$ cat config.mk
export PLATFORM = sky130hd
export DESIGN_NAME = mac_layer_seq_flat
export DESIGN_NICKNAME = d
export VERILOG_FILES = /design/src/rtl/mac_layer_seq_pkg.sv /design/src/rtl/mac_layer_seq_if.sv /design/src/rtl/mac_layer_seq_sm_add_sat.sv /design/src/rtl/mac_layer_seq.sv /design/src/flat_wrapper.sv
export SDC_FILE = /design/constraint.sdc
export NUM_CORES = 1
export LEC_CHECK = 0
export ABC_AREA = 1
export ABC_CLOCK_PERIOD_IN_PS = 6610
export CELL_PAD_IN_SITES_DETAIL_PLACEMENT = 0
export CELL_PAD_IN_SITES_GLOBAL_PLACEMENT = 1
export CORE_UTILIZATION = 34
export DETAILED_ROUTE_END_ITERATION = 16
export PLACE_DENSITY = 0.68
export SLEW_MARGIN = 20
export SYNTH_ARGS = -nofsm -noshare
export SYNTH_HDL_FRONTEND = slang
export SYNTH_HIERARCHICAL = 1
export SYNTH_SLANG_ARGS = --single-unit
export TNS_END_PERCENT = 30
$ cat constraint.sdc
create_clock -name clk -period 6.61 [get_ports clk]
set_clock_uncertainty 0.15 [all_clocks]
set_input_delay 1.322 -clock clk [delete_from_list [all_inputs] [get_ports clk]]
set_output_delay 1.322 -clock clk [all_outputs]
set_load 0.05 [all_outputs]
$ cat src/rtl/mac_layer_seq_pkg.sv
// Shared types and constants for the fully-connected layer sequencer:
// FSM state encoding, MAC phase codes and datapath widths.
package mac_seq_pkg;

    typedef enum logic [1:0] {
        IDLE = 2'b00,
        RUN  = 2'b01,
        ACT  = 2'b10,
        HOLD = 2'b11
    } state_e;

    // Phase codes driven onto the MAC's 2-bit counter input.
    localparam logic [1:0] PH_ADDR = 2'b00;
    localparam logic [1:0] PH_MUL  = 2'b01;
    localparam logic [1:0] PH_SUM  = 2'b10;
    localparam logic [1:0] PH_ACC  = 2'b11;

    // Sign-magnitude chunk sum / accumulator width and result width.
    localparam int SM_W  = 21;
    localparam int RES_W = 8;

endpackage

$ cat src/rtl/mac_layer_seq_if.sv
// Control, memory/MAC and result-handshake signals of mac_layer_seq.
// master: the sequencer side; slave: the surrounding memories, MAC and consumer.
interface mac_layer_seq_if #(
    parameter int NUM_CHUNKS  = 8,
    parameter int NUM_NEURONS = 10
);
    import mac_seq_pkg::*;

    localparam int CH_W = $clog2(NUM_CHUNKS);
    localparam int NR_W = $clog2(NUM_NEURONS);
    localparam int WA_W = $clog2(NUM_NEURONS * NUM_CHUNKS);

    logic              start;
    logic              busy;
    logic              done;
    logic [CH_W-1:0]   in_addr;
    logic [WA_W-1:0]   w_addr;
    logic [1:0]        mac_phase;
    logic [SM_W-1:0]   mac_out;
    logic              res_valid;
    logic              res_ready;
    logic [RES_W-1:0]  res_data;
    logic [NR_W-1:0]   res_idx;

    modport master (
        input  start, mac_out, res_ready,
        output busy, done, in_addr, w_addr, mac_phase, res_valid, res_data, res_idx
    );

    modport slave (
        output start, mac_out, res_ready,
        input  busy, done, in_addr, w_addr, mac_phase, res_valid, res_data, res_idx
    );

endinterface

$ cat src/rtl/mac_layer_seq_sm_add_sat.sv
// Combinational sign-magnitude adder: same signs add with saturation at the
// maximum magnitude, opposite signs subtract with the larger operand's sign.
// A zero magnitude result always carries sign 0.
module sm_add_sat
    import mac_seq_pkg::*;
(
    input  logic [SM_W-1:0] a,
    input  logic [SM_W-1:0] b,
    output logic [SM_W-1:0] y
);
    localparam int MAG_W = SM_W - 1;

    logic             sign_a;
    logic             sign_b;
    logic             sign_y;
    logic [MAG_W-1:0] mag_a;
    logic [MAG_W-1:0] mag_b;
    logic [MAG_W-1:0] mag_y;
    logic [MAG_W:0]   mag_sum;

    assign sign_a = a[SM_W-1];
    assign sign_b = b[SM_W-1];
    assign mag_a  = a[MAG_W-1:0];
    assign mag_b  = b[MAG_W-1:0];

    // Select add or subtract by sign agreement, then normalise -0 to +0.
    always_comb begin
        mag_sum = {1'b0, mag_a} + {1'b0, mag_b};
        sign_y  = sign_a;
        mag_y   = '0;
        if (sign_a == sign_b) begin
            mag_y = mag_sum[MAG_W] ? '1 : mag_sum[MAG_W-1:0];
        end else if (mag_a >= mag_b) begin
            mag_y = mag_a - mag_b;
        end else begin
            mag_y  = mag_b - mag_a;
            sign_y = sign_b;
        end
        if (mag_y == '0) begin
            sign_y = 1'b0;
        end
    end

    assign y = {sign_y, mag_y};

endmodule

$ cat src/rtl/mac_layer_seq.sv
// Fully-connected layer sequencer around an 8-lane sign-magnitude MAC.
// Walks input/weight memories chunk by chunk, drives the MAC phase counter,
// accumulates chunk sums in sign-magnitude and emits one quantised 8-bit
// result per neuron over valid/ready.
// Build option: define MAC_LAYER_SEQ_RELU_EN to clamp negative results to 0x00.
module mac_layer_seq
    import mac_seq_pkg::*;
#(
    parameter int NUM_CHUNKS  = 8,
    parameter int NUM_NEURONS = 10,
    parameter int OUT_SHIFT   = 10
) (
    input  logic                  clk,
    input  logic                  rst_n,
    mac_layer_seq_if.master       bus
);
    localparam int CH_W  = $clog2(NUM_CHUNKS);
    localparam int NR_W  = $clog2(NUM_NEURONS);
    localparam int WA_W  = $clog2(NUM_NEURONS * NUM_CHUNKS);
    localparam int MAG_W = SM_W - 1;

    localparam logic [CH_W-1:0]  LAST_CHUNK  = CH_W'(NUM_CHUNKS - 1);
    localparam logic [NR_W-1:0]  LAST_NEURON = NR_W'(NUM_NEURONS - 1);
    localparam logic [MAG_W-1:0] RES_MAX     = MAG_W'(2 ** (RES_W - 1) - 1);

    state_e            state_q;
    state_e            state_d;
    logic [CH_W-1:0]   chunk_q;
    logic [NR_W-1:0]   neuron_q;
    logic [1:0]        phase_q;
    logic [SM_W-1:0]   acc_q;
    logic [SM_W-1:0]   acc_sum;
    logic              res_valid_q;
    logic [RES_W-1:0]  res_data_q;
    logic [NR_W-1:0]   res_idx_q;
    logic              done_q;
    logic              last_chunk;
    logic              last_neuron;
    logic              handshake;

    // Shift the magnitude down, clamp to 7 bits, drop -0 and optionally rectify.
    function automatic logic [RES_W-1:0] quantize(input logic [SM_W-1:0] acc);
        logic [MAG_W-1:0] shifted;
        logic [RES_W-2:0] mag;
        logic             sgn;
        shifted = acc[MAG_W-1:0] >> OUT_SHIFT;
        if (shifted > RES_MAX) begin
            mag = '1;
        end else begin
            mag = shifted[RES_W-2:0];
        end
        sgn = acc[SM_W-1] && (mag != '0);
`ifdef MAC_LAYER_SEQ_RELU_EN
        if (sgn) begin
            sgn = 1'b0;
            mag = '0;
        end
`endif
        return {sgn, mag};
    endfunction

    sm_add_sat u_add (
        .a (acc_q),
        .b (bus.mac_out),
        .y (acc_sum)
    );

    assign last_chunk  = (chunk_q == LAST_CHUNK);
    assign last_neuron = (neuron_q == LAST_NEURON);
    assign handshake   = res_valid_q && bus.res_ready;

    // Addresses come straight from the registered counters, stable across all four phases.
    assign bus.in_addr   = chunk_q;
    assign bus.w_addr    = WA_W'(32'(neuron_q) * 32'(NUM_CHUNKS) + 32'(chunk_q));
    assign bus.mac_phase = phase_q;
    assign bus.busy      = (state_q != IDLE);
    assign bus.done      = done_q;
    assign bus.res_valid = res_valid_q;
    assign bus.res_data  = res_data_q;
    assign bus.res_idx   = res_idx_q;

    // Next-state selection for the IDLE/RUN/ACT/HOLD sequencer.
    always_comb begin
        state_d = state_q;
        case (state_q)
            IDLE:    if (bus.start) state_d = RUN;
            RUN:     if (phase_q == PH_ACC && last_chunk) state_d = ACT;
            ACT:     state_d = HOLD;
            HOLD:    if (handshake) state_d = last_neuron ? IDLE : RUN;
            default: state_d = IDLE;
        endcase
    end

    // State register.
    always_ff @(posedge clk or negedge rst_n) begin
        if (!rst_n) begin
            state_q <= IDLE;
        end else begin
            state_q <= state_d;
        end
    end

    // Counters, accumulator and result registers, advanced per state.
    always_ff @(posedge clk or negedge rst_n) begin
        if (!rst_n) begin
            chunk_q     <= '0;
            neuron_q    <= '0;
            phase_q     <= PH_ADDR;
            acc_q       <= '0;
            res_valid_q <= 1'b0;
            res_data_q  <= '0;
            res_idx_q   <= '0;
            done_q      <= 1'b0;
        end else begin
            done_q <= 1'b0;
            case (state_q)
                IDLE: begin
                    if (bus.start) begin
                        chunk_q  <= '0;
                        neuron_q <= '0;
                        acc_q    <= '0;
                        phase_q  <= PH_ADDR;
                    end
                end
                RUN: begin
                    phase_q <= phase_q + 2'd1;
                    if (phase_q == PH_ACC) begin
                        acc_q <= acc_sum;
                        if (!last_chunk) begin
                            chunk_q <= chunk_q + CH_W'(1);
                        end
                    end
                end
                ACT: begin
                    res_data_q  <= quantize(acc_q);
                    res_idx_q   <= neuron_q;
                    res_valid_q <= 1'b1;
                end
                HOLD: begin
                    if (handshake) begin
                        res_valid_q <= 1'b0;
                        chunk_q     <= '0;
                        acc_q       <= '0;
                        phase_q     <= PH_ADDR;
                        if (last_neuron) begin
                            neuron_q <= '0;
                            done_q   <= 1'b1;
                        end else begin
                            neuron_q <= neuron_q + NR_W'(1);
                        end
                    end
                end
                default: ;
            endcase
        end
    end

endmodule

$ cat src/flat_wrapper.sv
// flat-port wrapper written by rule: the top's interface ports become plain ports
module mac_layer_seq_flat import mac_seq_pkg::*;
#(
    parameter int NUM_CHUNKS  = 8,
    parameter int NUM_NEURONS = 10,
    parameter int OUT_SHIFT   = 10
)
  (clk, rst_n, bus_start, bus_mac_out, bus_res_ready, bus_busy, bus_done, bus_in_addr, bus_w_addr, bus_mac_phase, bus_res_valid, bus_res_data, bus_res_idx);
  mac_layer_seq_if #(.NUM_CHUNKS(NUM_CHUNKS), .NUM_NEURONS(NUM_NEURONS)) bus_i ();
  input  logic clk;
  input  logic rst_n;
  input wire logic [$bits(bus_i.start)-1:0] bus_start;
  input wire logic [$bits(bus_i.mac_out)-1:0] bus_mac_out;
  input wire logic [$bits(bus_i.res_ready)-1:0] bus_res_ready;
  output wire logic [$bits(bus_i.busy)-1:0] bus_busy;
  output wire logic [$bits(bus_i.done)-1:0] bus_done;
  output wire logic [$bits(bus_i.in_addr)-1:0] bus_in_addr;
  output wire logic [$bits(bus_i.w_addr)-1:0] bus_w_addr;
  output wire logic [$bits(bus_i.mac_phase)-1:0] bus_mac_phase;
  output wire logic [$bits(bus_i.res_valid)-1:0] bus_res_valid;
  output wire logic [$bits(bus_i.res_data)-1:0] bus_res_data;
  output wire logic [$bits(bus_i.res_idx)-1:0] bus_res_idx;
  assign bus_i.start = bus_start;
  assign bus_i.mac_out = bus_mac_out;
  assign bus_i.res_ready = bus_res_ready;
  assign bus_busy = bus_i.busy;
  assign bus_done = bus_i.done;
  assign bus_in_addr = bus_i.in_addr;
  assign bus_w_addr = bus_i.w_addr;
  assign bus_mac_phase = bus_i.mac_phase;
  assign bus_res_valid = bus_i.res_valid;
  assign bus_res_data = bus_i.res_data;
  assign bus_res_idx = bus_i.res_idx;
  mac_layer_seq #(.NUM_CHUNKS(NUM_CHUNKS), .NUM_NEURONS(NUM_NEURONS), .OUT_SHIFT(OUT_SHIFT)) u_core (.clk(clk), .rst_n(rst_n), .bus(bus_i));
endmodule
Yosys cells after proc, flatten, opt, wreduce, memory -nomap -nowiden
Index checks and enable logic that the tools add are counted.
Word-level totals
  flip-flop bits (word level): 46
  output and inout port bits: 27
Cells by class
  $add $sub $neg: 7
  order comparisons: 2
  eq/ne operators: 14
  multiplexer cells: 34
  reductions and logical operators: 17
Operator list (count)
  $mux 21: 3
  $pmux 21 s3: 1
  $mux 20: 3
  $sub 20x20->20: 2
  $add 20x20->21: 1
  $ge 20x20->1: 1
  $logic_not 20->1: 1
  $mux 7: 2
  $mux 3: 4
  $mux 4: 3
  $gt 10x7->1 const B: 1
  $mux 2: 5
  $pmux 3 s3: 1
  $reduce_and 3->1: 3
  $mux 1: 8
  $pmux 2 s4: 1
  $pmux 4 s2: 1
  $add 7x3->7: 1
  $reduce_bool 7->1: 1
  $eq 2x2->1 const B: 3
  $ne 2x1->1 const B: 3
  $ne 3x3->1 const B: 2
  $pmux 2 s3: 1
  $reduce_and 6->1: 1
  other kinds (16): 21

Logic depth before layout (Yosys ltp)
  depth in word-level cells: 7
  gate-level depth with buffers: 26
  mapped depth without buffers: 24

Cells and area by module
The synthesis kept the hierarchy.
By module, submodules not included
  sm_add_sat: instances 1, cells each 940, area an instance 4668.2 um2, sequential area each 0.0 um2
  mac_layer_seq: instances 1, cells each 249, area an instance 2225.9 um2, sequential area each 1151.1 um2

Worst setup path before layout
No wires, ideal clock.
  path kind: input port to flip-flop
  start: input port bus_mac_out[0]
  end: register u_core.acc_q[20]
  arrival: 3.455 ns
  required time: 6.340 ns
  setup slack: 2.884 ns
  stages on the path: 21
  buffers on the path: 2
  cells stage by stage: ha_1 > inv_1 > fa_1 > nand3_1 > nand3_1 > nand2_2 > nand3_4 > a21oi_2 > buf_4 > nand2_1 > nand3_1 > nand2_1 > nor2_1 > nand2_1 > nor2_1 > nand2_1 > nor2_1 > nor2_1 > buf_4 > nand3_1 > nand2_1
Between the ends
  longest elaborated chain between the ends: 7
  elaborated cells between the ends (all ways): 14
Ends and longest elaborated chain
  start: declaration: RTL line flat_wrapper.sv:13  | input wire logic [$bits(bus_i.mac_out)-1:0] bus_mac_out;
  $sub 20x20->20 (tied with other cells): RTL line mac_layer_seq_sm_add_sat.sv:36  | mag_y = mag_b - mag_a;
  $mux 20 (on tied branches): RTL line mac_layer_seq_sm_add_sat.sv:33, mac_layer_seq_sm_add_sat.sv:32
  $mux 20 *: RTL line mac_layer_seq_sm_add_sat.sv:31  | if (sign_a == sign_b) begin
  $logic_not 20->1 *: RTL line mac_layer_seq_sm_add_sat.sv:39  | if (mag_y == '0) begin
  $mux 1 *: RTL line mac_layer_seq_sm_add_sat.sv:39
  net u_core.u_add.sign_y: RTL line mac_layer_seq_sm_add_sat.sv:15  | logic sign_y;
  $mux 21 *: RTL line mac_layer_seq.sv:127  | if (phase_q == PH_ACC) begin
  $pmux 21 s3 *: RTL line mac_layer_seq.sv:116  | case (state_q)
  end signal: assignment: RTL line mac_layer_seq.sv:128  | acc_q <= acc_sum;
  end: declaration: RTL line mac_layer_seq.sv:31  | logic [SM_W-1:0] acc_q;
The timed path passes the listed nets; every way through them passes the cells marked *. The select of a mux whose other input is x is not followed.
A chain may end at the register's enable or synchronous reset.

Final worst setup path
  start: input port bus_mac_out[1]
  end: register u_core.acc_q[20]
Between the ends
  longest elaborated chain between the ends: 7
  elaborated cells between the ends (all ways): 14
Ends and longest elaborated chain
  $add 20x20->21 (tied with other cells): RTL line mac_layer_seq_sm_add_sat.sv:28  | mag_sum = {1'b0, mag_a} + {1'b0, mag_b};
  $mux 20 (on tied branches): RTL line mac_layer_seq_sm_add_sat.sv:32, mac_layer_seq_sm_add_sat.sv:33
  $mux 20 *: RTL line mac_layer_seq_sm_add_sat.sv:31
  $logic_not 20->1 *: RTL line mac_layer_seq_sm_add_sat.sv:39
  $mux 1 *: RTL line mac_layer_seq_sm_add_sat.sv:39
  net u_core.acc_sum[20]: RTL line mac_layer_seq.sv:32  | logic [SM_W-1:0] acc_sum;
  $mux 21 *: RTL line mac_layer_seq.sv:127
  $pmux 21 s3 *: RTL line mac_layer_seq.sv:116
Marked as above.

==> reports/results.tsv <==
stage	metric	value	unit
synthesis	proportion of synthesized area in mux cells	0.145	%
clock_network	H-tree Lvls	2	
clock_network	CTS buffer count	5	
worst_setup_path	crit path cell chain	clkdlybuf4s50_1 > inv_1 > fa_1 > nand3_1 > nand3_1 > nand2_2 > nand3_4 > a21oi_2 > nand2_1 > nand3_1 > nand2_1 > nor2_1 > nand2_1 > nor2_1 > nand2_1 > nor2_1 > nor2_1 > nand3_1 > nand2_1	
power	Sw Ratio	62.4	%
placed_design	Area after DPL	7460	sq um
worst_setup_path	CP required	6.64	ns
global_route	first-pass GRT wire length	39.1	mm
worst_setup_path	Crit path arrival time	4.65	ns
hold_path	worst hold path type	flop to flop	
drt	1st-pass router iterations	5	
worst_setup_path	CP Class	primary input to flop	
global_route	gr usage total	25.2	%
drt	antenna-violating nets left	0	
clock_network	setup bufs post-CTS	0	
floorplan	Starting Density	35.1	%
floorplan	Die Span Y	144	um
timing	Setup TNS Final	0	ns
worst_setup_path	most frequent CP cell	nand2_1	
synthesis	Syn Std Cell Area	6890	sq um
drt	Via Count	7422	
timing	Pins Over Slew Limit	0	
synthesis	post-synth cell types	40	
synthesis	largest family of logic cells by synthesized area	simple AND/OR/NAND/NOR gates	
power	worst-case vdd ir drop	261	uV
drt	Via density	5.02	
cells_and_area	Final Cell Area	7610	sq um
cells_and_area	share of layout cells above drive strength 1	4.28	%
timing	unrepaired setup endpoints after global routing	no	
synthesis	Post-Synth XOR/XNOR Area	2.16	%
global_route	pin count of the biggest net entering global routing	47	
worst_setup_path	crit-path max FO	12	
floorplan	# rows	51	
synthesis	Seq/Total Area, Yosys	16.7	%
global_route	initial antenna violation count	0	
global_route	aggregate global routing overflow	0	
drt	uppermost layer routed	met4	
timing	worst hold margin	0.334	ns
synthesis	Ys Warns	6	
synthesis	Yosys reg bits	46	
worst_setup_path	critical path startpoint category	primary input	
global_route	vias in the first global route	6992	
synthesis	Mapped Avg Cell Area	5.80	sq um
worst_setup_path	CP peak stage delay	0.61	ns
placed_design	# port buffers	51	
timing	fmax	217	MHz
power	Psw	2.22	mW
timing	max_slew headroom	43.6	%
timing	crit share post-route	69.9	%
cells_and_area	Total Nets Final	1310	
placed_design	cell count after placement	1471	
synthesis	compound-gate portion of the synthesized area	8.66	%
cells_and_area	Antenna Cells	0	
floorplan	core area	19700	sq um
power	Reg power frac	14.2	%
drt	initial DRC count	666	
floorplan	Die W	144	um
timing	final hold violation count	0	
clock_network	Clock Latency Late Sink	0.30	ns
clock_network	Reg clk slew, reported paths	0.07	ns
placed_design	gpl congestion	0.915	
flow_run	max_cap viols	0	
drt	met3 WL	1.22	mm
clock_network	CTS tree	yes	
power	PD cells	468	nW/um^2
synthesis	Cells after Synth	1189	
cells_and_area	Filler cells	2326	
drt	DR DRC count	0	
synthesis	simple-gate share of the synthesized area	43.9	%
timing	Final min period	4.62	ns
synthesis	Synth Area in Adders	13.4	%
synthesis	Mapped Nets	1286	
timing	Final setup viols	0	
power	clock share of power	7.6	%
power	Logic pwr share	78.1	%
cells_and_area	fin cells	1479	
placed_design	hpwl dp	20.5	mm
timing	Worst Tran Pin Value	0.845	ns
clock_network	cts hold-fix bufs	0	
clock_network	clock root buffer	clkbuf_16	
power	Total Power	3.56	mW
power	Pleak	4.30	nW
worst_setup_path	Crit. End Element	flop	
drt	detailed-routed wire length on met2	11.5	mm
power	Int Pwr	1.34	mW
cells_and_area	Area growth, synth to finish	10.4	%
clock_network	# resized after CTS	0	
clock_network	clk buf depth	2	
cells_and_area	most frequent cells in the layout	nand2_1 (451), inv_1 (190), nand3_1 (119)	
drt	Metal-1 WL	12.3	mm
worst_setup_path	CP max stage cell	clkdlybuf4s50_1	
cells_and_area	commonest non-fill, non-tap cell in the layout	nand2_1	
drt	total wire length	25.5	mm
floorplan	Top Ports	52	
status	status	complete, no violations	
floorplan	DIE AREA	20800	sq um
worst_setup_path	R2R Setup Slk	3.05	ns
clock_network	clk sinks	46	
drt	DR WL/cell	17.2	um
layout make-up:
cell class / instances / area [sq um] / share of cell area (%)
inverters: 198 / 747 / 9.81
flip-flops and latches: 46 / 1150 / 15.1
multi-input cells: 908 / 4700 / 61.8
clock inverters: 3 / 23.8 / 0.312
well taps: 265 / 332 / 4.36
repair buffers: 54 / 528 / 6.94
clock buffers: 5 / 125 / 1.64
final timing paths:
path / cells past startpoint / to / start
max in group asynchronous: 2 / u_core/acc_q[19]$_DFFE_PN0P_ / rst_n
setup / recovery: 19 / u_core/acc_q[20]$_DFFE_PN0P_ / bus_mac_out[1]
hold reg to reg: 2 / u_core/bus.res_data[5]$_DFFE_PN0P_ / u_core/bus.res_data[5]$_DFFE_PN0P_
setup reg to reg: 20 / u_core/acc_q[20]$_DFFE_PN0P_ / u_core/acc_q[10]$_DFFE_PN0P_
hold / removal: 2 / u_core/bus.res_data[5]$_DFFE_PN0P_ / u_core/bus.res_data[5]$_DFFE_PN0P_
min in group asynchronous: 2 / u_core/acc_q[4]$_DFFE_PN0P_ / rst_n
logic make-up (layout without fill, tap and decap cells):
logic type | after synthesis | count (layout)
and+or+nand+nor | 709 | 709
buffers and inverters | 235 | 260
muxes | 1 | 1
AOI/OAI and AO/OA | 109 | 109
adders and majority gates | 72 | 72
DFF | 46 | 46
xor gates and xnor gates | 17 | 17
worst max-delay path: cells and delay by family:
kind	cells	cell delay, ns
AO/OA/AOI/OAI	1	0.57
adder cells (fa/ha/maj)	1	0.50
AND/OR/NAND/NOR	15	1.51
buffers and inverters	2	0.73
cell usage after synthesis, drive strengths merged:
master	instances	area share (%)
nand2	465	26
inv	197	11
nand3	121	9.0
nor2	93	5.8
ha	69	13
o21ai	56	4.4
a21oi	46	3.4
dfrtp	46	17
buf	32	4.0
nand4	18	1.6
xor2	14	1.8
and2	7	0.64
clkbuf	5	0.27
o21bai	4	0.44
fa	3	0.87
nor3	3	0.38
xnor2	3	0.38
nand3b	2	0.22
a21o	1	0.11
clkinv	1	0.073
mux2i	1	0.15
o211ai	1	0.11
o21a	1	0.11
metrics by stage:
step / setup WS (ns) / util [%]
detailed placement: 1.68 / 38.0
global route: 1.68 / 38.7
floorplan: 2.88 / -
global placement: 1.85 / 38.0
CTS: 2.00 / 38.7
finish: 1.99 / 38.7
power by group through the flow:
| stage | Clock (mW) | Combinational, mW | Sequential [mW] |
|---|---|---|---|
| after floorplan | 0 | 1.90 | 0.629 |
| after global placement | 0 | 2.77 | 0.514 |
| after detailed placement | 0 | 2.74 | 0.515 |
| after CTS | 0.275 | 2.76 | 0.510 |
| after global routing | 0.285 | 3.07 | 0.528 |
| final | 0.272 | 2.78 | 0.507 |
per-layer routing:
metal | global-route usage, % | up-vias
met2 | 41.5 | 197
met4 | 5.54 | 0
li1 | - | 3716
met5 | 0 | -
met3 | 1.95 | 33
met1 | 35.5 | 3476
sequential cells by signal (all words and copies together), names as in the netlist:
name and cells:
u_core/bus.in_addr 3, u_core/neuron_q 4, u_core/acc_q 21, u_core/bus.res_valid 1
u_core/bus.done 1, u_core/state_q 2, u_core/bus.res_idx 4, u_core/bus.res_data 8
u_core/bus.mac_phase 2
(Power assumes the default switching activity.)
